[config.mk]
export PLATFORM = sky130hd
export DESIGN_NAME = alu_arbiter
export DESIGN_NICKNAME = d
export VERILOG_FILES = /design/src/rtl/alu_arbiter.sv
export SDC_FILE = /design/constraint.sdc
export NUM_CORES = 1
export LEC_CHECK = 0
export BUFFER_PORTS_ARGS = -buffer_cell sky130_fd_sc_hd__buf_2
export CAP_MARGIN = 40
export CORE_AREA = 2 2 163 165
export CTS_CLUSTER_SIZE = 10
export DETAILED_ROUTE_END_ITERATION = 8
export DIE_AREA = 0 0 165 167
export GPL_TIMING_DRIVEN = 0
export SETUP_SLACK_MARGIN = 0.15
export SKIP_LAST_GASP = 1
export SYNTH_ARGS = -nofsm -noshare
export SYNTH_HDL_FRONTEND = slang
export SYNTH_SLANG_ARGS = --single-unit
[constraint.sdc]
create_clock -name clock -period 3.95 [get_ports clock]
set_input_delay 0.79 -clock clock [delete_from_list [all_inputs] [get_ports clock]]
set_output_delay 0.79 -clock clock [all_outputs]
set_load 0.01 [all_outputs]
[src/rtl/alu_arbiter.sv]
// alu_arbiter: round-robin arbiter sharing one clocked ALU between NUM_REQ requesters,
// returning each 33-bit result through a per-requester response handshake.
module alu_arbiter #(
    parameter int NUM_REQ     = 4,
    parameter int ALU_LATENCY = 1
) (
    input  logic                  clock,
    input  logic                  reset,
    input  logic [NUM_REQ-1:0]    req_valid,
    output logic [NUM_REQ-1:0]    req_ready,
    input  logic [32*NUM_REQ-1:0] req_operand1,
    input  logic [32*NUM_REQ-1:0] req_operand2,
    input  logic [4*NUM_REQ-1:0]  req_opcode,
    output logic [NUM_REQ-1:0]    resp_valid,
    input  logic [NUM_REQ-1:0]    resp_ready,
    output logic [32:0]           resp_result,
    output logic                  resp_error,
    output logic [31:0]           alu_operand1,
    output logic [31:0]           alu_operand2,
    output logic [3:0]            alu_opcode,
    input  logic [32:0]           alu_result,
    output logic                  busy
);
    localparam int GW = $clog2(NUM_REQ);
    typedef enum logic [1:0] {IDLE, EXEC, RESP} state_t;
    state_t        state_q, state_d;
    logic [GW-1:0] grant_q, grant_d, last_grant_q, last_grant_d, gnt, idx;
    logic [2:0]    cnt_q, cnt_d;
    logic [31:0]   alu_operand1_q, alu_operand1_d, alu_operand2_q, alu_operand2_d;
    logic [3:0]    alu_opcode_q, alu_opcode_d, gnt_opcode;
    logic [32:0]   result_q, result_d;
    logic          error_q, error_d, busy_q, busy_d, legal;

    // Later iterations are closer to last_grant+1, so they win.
    always_comb begin
        gnt = '0;
        idx = '0;
        for (int i = NUM_REQ; i >= 1; i--) begin
            idx = GW'((int'(last_grant_q) + i) % NUM_REQ);
            gnt = req_valid[idx] ? idx : gnt;
        end
    end

    assign gnt_opcode = req_opcode[{gnt, 2'b00} +: 4];
    assign legal      = !gnt_opcode[3] && |gnt_opcode[2:0];

    always_comb begin
        state_d        = state_q;
        grant_d        = grant_q;
        last_grant_d   = last_grant_q;
        cnt_d          = cnt_q;
        alu_operand1_d = alu_operand1_q;
        alu_operand2_d = alu_operand2_q;
        alu_opcode_d   = alu_opcode_q;
        result_d       = result_q;
        error_d        = error_q;
        case (state_q)
            IDLE: if (|req_valid) begin
                grant_d = gnt;
                if (legal) begin
                    alu_operand1_d = req_operand1[{gnt, 5'b0} +: 32];
                    alu_operand2_d = req_operand2[{gnt, 5'b0} +: 32];
                    alu_opcode_d   = gnt_opcode;
                    cnt_d          = 3'(ALU_LATENCY);
                    state_d        = EXEC;
                end else begin
                    result_d = '0;
                    error_d  = 1'b1;
                    state_d  = RESP;
                end
            end
            EXEC: if (cnt_q == '0) begin
                result_d       = alu_result;
                error_d        = 1'b0;
                alu_operand1_d = '0;
                alu_operand2_d = '0;
                alu_opcode_d   = '0;
                state_d        = RESP;
            end else begin
                cnt_d = cnt_q - 3'd1;
            end
            RESP: if (resp_ready[grant_q]) begin
                last_grant_d = grant_q;
                state_d      = IDLE;
            end
            default: state_d = IDLE;
        endcase
        busy_d = state_d != IDLE;
    end

    always_ff @(posedge clock) begin
        if (reset) begin
            state_q        <= IDLE;
            grant_q        <= '0;
            last_grant_q   <= GW'(NUM_REQ - 1);
            cnt_q          <= '0;
            alu_operand1_q <= '0;
            alu_operand2_q <= '0;
            alu_opcode_q   <= '0;
            result_q       <= '0;
            error_q        <= 1'b0;
            busy_q         <= 1'b0;
        end else begin
            state_q        <= state_d;
            grant_q        <= grant_d;
            last_grant_q   <= last_grant_d;
            cnt_q          <= cnt_d;
            alu_operand1_q <= alu_operand1_d;
            alu_operand2_q <= alu_operand2_d;
            alu_opcode_q   <= alu_opcode_d;
            result_q       <= result_d;
            error_q        <= error_d;
            busy_q         <= busy_d;
        end
    end

    assign req_ready    = (state_q == IDLE && !reset && |req_valid) ? NUM_REQ'(1) << gnt : '0;
    assign resp_valid   = (state_q == RESP) ? NUM_REQ'(1) << grant_q : '0;
    assign resp_result  = result_q;
    assign resp_error   = error_q;
    assign alu_operand1 = alu_operand1_q;
    assign alu_operand2 = alu_operand2_q;
    assign alu_opcode   = alu_opcode_q;
    assign busy         = busy_q;
endmodule

Word-level counts from Yosys, hierarchy flattened
Cells that the tools add are included.

cells by class
  $add $sub $neg = 5
  multiplexer cells = 44
  reduce and logical (&&, ||, !) cells = 16
  shifts and indexed selects = 5
  eq/ne operators = 7
  $lt $le $gt $ge = 5

operators by type and width
  operator                                                    count
  variable part select 128 x 8 -> 32 bit                      2
  2-to-1 mux 32 bit                                           5
  one-hot mux 32 bit (2 select lines)                         2
  2-to-1 mux 33 bit                                           3
  one-hot mux 33 bit (2 select lines)                         1
  2-to-1 mux 4 bit                                            5
  2-to-1 mux 2 bit                                            8
  variable part select 16 x 5 -> 4 bit                        1
  less-than comparator 2 x 3 -> 1 bit, second input constant  5
  AND reduction 4 bit                                         3
  binary-select mux 1 bit (select 2 bit)                      5
  != test 2 bit, second input constant                        5
  2-to-1 mux 3 bit                                            3
  2-to-1 mux 1 bit                                            8
  one-hot mux 4 bit (2 select lines)                          1
  << shifter 1 x 2 -> 4 bit, first input constant             2
  one-hot mux 2 bit (3 select lines)                          1
  one-hot mux 3 bit (2 select lines)                          1
  adder 2 x 1 -> 2 bit, second input constant                 2
  adder 2 bit, second input constant                          2
  AND reduction 2 bit                                         2
  nonzero test 2 bit                                          2
  OR reduction 4 bit                                          1
  logical AND 1 bit                                           3
  8 further kinds                                             9

word-level totals
  output and inout port bits = 111
  flip-flop bits (word level) = 112
  word-level logic and storage cells = 92

Logic depth before layout (Yosys ltp)
  depth after elaboration = 14
  depth in mapped cells = 11
  mapped depth without buffers = 7

Worst setup path after synthesis
No wires, ideal clock.

  path type = input to register
  from = input req_valid[0]
  to = register alu_operand1_q[10] (netlist: alu_operand1[10])
  stages = 9
  path buffers = 2
  required time = 3829 ps
  library setup time = 121 ps
  data arrival time = 2559 ps
  path slack = 1270 ps
  cells stage by stage = buf_6 -> or2_4 -> a32o_2 -> nor2_4 -> mux2i_1 -> mux2i_1 -> o21ai_4 -> buf_4 -> o22ai_1

between the ends
  word-level cells in the longest chain between the ends = 11
  elaborated cells on any way between the ends = 24
  those cells by class = 2 x eq/ne; 2 x shift; 15 x mux; 5 x reduce/logical

RTL lines
  what                                                                             line  RTL
  start: declaration                                                               9     input logic [NUM_REQ-1:0] req_valid,
  branches (longest 11 deep; another with variable part select 128 x 8 -> 32 bit)  -
  end signal: assignment                                                           108   alu_operand1_q <= alu_operand1_d;
  end: declaration                                                                 29    logic [31:0] alu_operand1_q, alu_operand1_d, alu_operand2_q, alu_operand2_d;

Several ways; the timed one is not identified. The select of a mux whose other input is x is not followed.
A chain may end at the register's enable or synchronous reset.

Worst setup path after layout
  from = input req_valid[2]
  to = output req_ready[3]

between the ends
  word-level cells in the longest chain between the ends = 8
  elaborated cells on any way between the ends = 16
  those cells by class = 1 x shift; 13 x mux; 2 x reduce/logical

RTL lines
  what                                    line  RTL
  binary-select mux 1 bit (select 2 bit)  40    gnt = req_valid[idx] ? idx : gnt;
  2-to-1 mux 1 bit (not written as such)  40
  2-to-1 mux 2 bit (4 in series)          40
  << shifter 1 x 2 -> 4 bit               117   assign req_ready = (state_q == IDLE && !reset && |req_valid) ? NUM_REQ'(1) << gnt : '0;
  2-to-1 mux 4 bit (*)                    117
  end: declaration                        10    output logic [NUM_REQ-1:0] req_ready,

Mark *: on every way between the ends. The rest lies on a longest branch, timed or not. The select of a mux whose other input is x is not followed.

==> flow_metrics.py <==
metrics = {
    "route": {
        "antenna_left": 0,
        "wl_met1_um": 12200,
        "drc": 0,
        "drtPass1Iterations": 5,
        "drtIter0Drc": 597,
        "top_layer": "met5",
        "routed_via_density": 4.83,
        "drt-wirelength-per-cell_um": 16.9,
        "wl_met2_um": 15300,
        "dr_wl_met3_um": 2470,
        "vias": 8789,
        "drt_wl_total_um": 30700,
    },
    "synth": {
        "netlist_area_sq_um": 6630,
        "synthesis.nets": 1353,
        "ys_types": 50,
        "synth_top_area_frac": 0.338,
        "ys.flop_type": "dfxtp_1",
        "synth-edff-count": 0,
        "synthArstFlopShare": 0,
        "synth_top_area_cell": "dfxtp_1",
        "synth-seq-cells": 112,
        "avgSynthCellArea_sq_um": 6.40,
        "ys_seq_area_frac": 0.338,
        "postSynthCellCount": 1036,
        "ys_top_cells_by_area": "dfxtp_1 (34%), nand2_1 (23%), a21oi_1 (10%)",
        "yosysWarnings": 0,
    },
    "floorplanning": {
        "die_y_um": 167,
        "coreArea_sq_um": 25800,
        "fp.dieW_um": 165,
        "start_util": 0.257,
        "dieArea_sq_um": 27600,
        "rows": 59,
        "io_pins": 426,
    },
    "clocking": {
        "cts_max_level": 3,
        "cts-root-buf": "clkbuf_16",
        "cts-hold-fix-buffers": 0,
        "post-cts-setup-buffers": 0,
        "cts.sinks": 112,
        "clk_pin_slew_ns": 0.08,
        "clk_latency_ns": 0.36,
        "cts.repair.resized": 0,
        "clk_path_buf_depth": 2,
        "cts_tree": "yes",
        "cts_buffers": 9,
    },
    "worst_hold_path": {
        "holdCritStartpoint": "alu_opcode[3]$_SDFFE_PP0P_",
        "hold_depth": 2,
        "holdPathEnd": "alu_opcode[3]$_SDFFE_PP0P_",
        "hold_path_class": "reg -> reg",
    },
    "power": {
        "power.leakage_nw": 4.49,
        "p_per_area_nw_per_um2": 485,
        "ir_drop_v": 0.000241,
    },
    "timing": {
        "hold_viol": 0,
        "rsz0062_at_grt": "false",
        "fin_crit_ns": 3.22,
        "setup_viol": 0,
        "setup_ws_ns": 0.727,
        "tns_ns": 0,
        "finalCritPeriodShare": 0.816,
        "finalMaxSlewViolations": 0,
        "fmax_mhz": 310,
        "worst_pin_slew_ns": 0.752,
        "finClkSkew_ns": 0.0139,
        "maxSlewHeadroom": 0.496,
    },
    "grt": {
        "grt_usage": 0.211,
        "grt_max_degree": 19,
        "antenna_found_initial": 8,
        "first_global_vias": 8214,
        "grt_overflow": 0,
        "grt_pass1_wl_um": 44900,
    },
    "placement": {
        "port-buffer-count": 423,
        "dp_worst_setup_slack_ns": 0.520,
        "gp_congestion": 0.946,
        "dp.cells": 1795,
        "place_area_sq_um": 9180,
        "hpwlAfterDp_um": 24500,
    },
    "finish": {
        "layout-drive-gt1-share": 0.330,
        "stdcell_count": 1818,
        "final_core_util": 0.368,
        "layout.nets": 1788,
        "syn_to_final_growth_pct": 42.9,
        "stdcell_area_sq_um": 9480,
        "nFillCells": 2881,
    },
    "worst_setup_path": {
        "rr_worst_depth": 11,
        "required_ns": 3.16,
        "r2r_setup_slack_ns": 1.13,
        "r2r-end": "alu_operand1[29]$_SDFFE_PP0P_",
        "start_kind": "primary input",
        "endpoint_kind": "primary output",
        "critPathArrivalTime_ns": 2.43,
        "criticalPathCategory": "in -> out",
        "rr_startpoint": "last_grant_q[0]$_SDFFE_PP1P_",
        "path_max_fanout": 10,
    },
    "outcome": {
        "status": "finished, final reports clean",
    },
    "flow_run": {
        "maxCapViolCount": 0,
    },
}
-- per-stage QoR --
step | total power, mW | hold WS [ns]
after floorplan | 2.84 | 0.454
after global placement | 3.72 | 0.416
after detailed placement | 3.73 | 0.418
after CTS | 4.65 | 0.430
after global routing | 4.94 | 0.471
final | 4.60 | 0.427
-- where the power goes --
group          internal [mW]  switching [mW]
combinational          0.792            1.42
clock                  0.453           0.452
sequential              1.35           0.137
-- area by class of cell --
cell class | count | area [sq um] | share of cell area
well taps | 335 | 419 | 0.0442
flip-flops and latches | 112 | 2240 | 0.237
inverters | 4 | 15.0 | 0.00158
clock inverters | 5 | 40.0 | 0.00422
repair buffers | 424 | 2120 | 0.224
plain buffers | 85 | 405 | 0.0428
diodes | 7 | 17.5 | 0.00185
clock buffers | 11 | 243 | 0.0256
multi-input cells | 835 | 3970 | 0.419
-- critical path: stages --
cell,delay [ns]
clkbuf_1,0.31
nor3_1,0.13
nor3_2,0.59
nand2b_1,0.28
nor2_1,0.17
buf_2,0.14
-- registers in the layout, summed over array words and instances (netlist names) --
| name | cells |
|---|---|
| alu_operand1 | 32 |
| resp_result | 33 |
| last_grant_q | 2 |
| grant_q | 2 |
| alu_opcode | 4 |
| busy | 1 |
| state_q | 2 |
| alu_operand2 | 32 |
| cnt_q | 3 |
| resp_error | 1 |
-- kinds of logic (layout without fill, tap and decap cells) --
| group | Yosys count | count (layout) | synth area share |
|---|---|---|---|
| and+or+nand+nor | 553 | 553 | 0.333 |
| xor gates and xnor gates | 1 | 1 | 0.00132 |
| other | 0 | 7 | 0 |
| AOI/OAI and AO/OA | 271 | 271 | 0.246 |
| buffers and inverters | 89 | 529 | 0.0634 |
| DFF | 112 | 112 | 0.338 |
| adders and majority gates | 2 | 2 | 0.00377 |
| muxes | 8 | 8 | 0.0145 |
-- synth_stat cells, types with 2 or more instances --
master,instances
nor3_1,7
o21ai_0,10
o221a_2,2
clkbuf_1,42
o21bai_1,2
ha_1,2
nor2b_1,5
buf_1,11
buf_2,24
nor2_1,80
inv_1,4
o22ai_1,65
nand2_1,401
o21a_1,3
and2_1,2
a21boi_0,2
nand3_1,43
a31oi_1,2
mux2_2,3
nand2b_1,7
buf_6,7
mux2i_1,4
a21oi_1,135
a311o_1,2
dfxtp_1,112
o211ai_1,35
-- worst max-delay path by stage --
stage,startpoint,to,slack (ns)
finish,req_valid[2],req_ready[3],0.73
global route,req_valid[2],req_ready[3],0.60
CTS,req_valid[2],req_ready[3],0.74
detailed placement,req_valid[3],alu_operand1[28]$_SDFFE_PP0P_,0.52
global placement,req_valid[1],alu_operand1[28]$_SDFFE_PP0P_,0.45
floorplan,req_valid[0],alu_operand1[10]$_SDFFE_PP0P_,1.27
-- layer usage --
metal / track usage / up-vias
met5: 0 / -
met4: 0.0760 / 2
met3: 0.0555 / 45
met2: 0.370 / 344
met1: 0.246 / 4013
li1: - / 4385
-- placed cells by master, fill, tap and decap left out, types with 9 or more instances in the layout --
cell,Yosys,final
nand2_1,401,401
o21ai_0,10,10
o22ai_1,65,65
clkbuf_1,42,43
buf_2,24,447
buf_1,11,11
clkbuf_16,0,9
dfxtp_1,112,112
nand3_1,43,43
a21oi_1,135,135
o211ai_1,35,35
nor2_1,80,80
No activity file was read; power rests on OpenSTA's default activity.
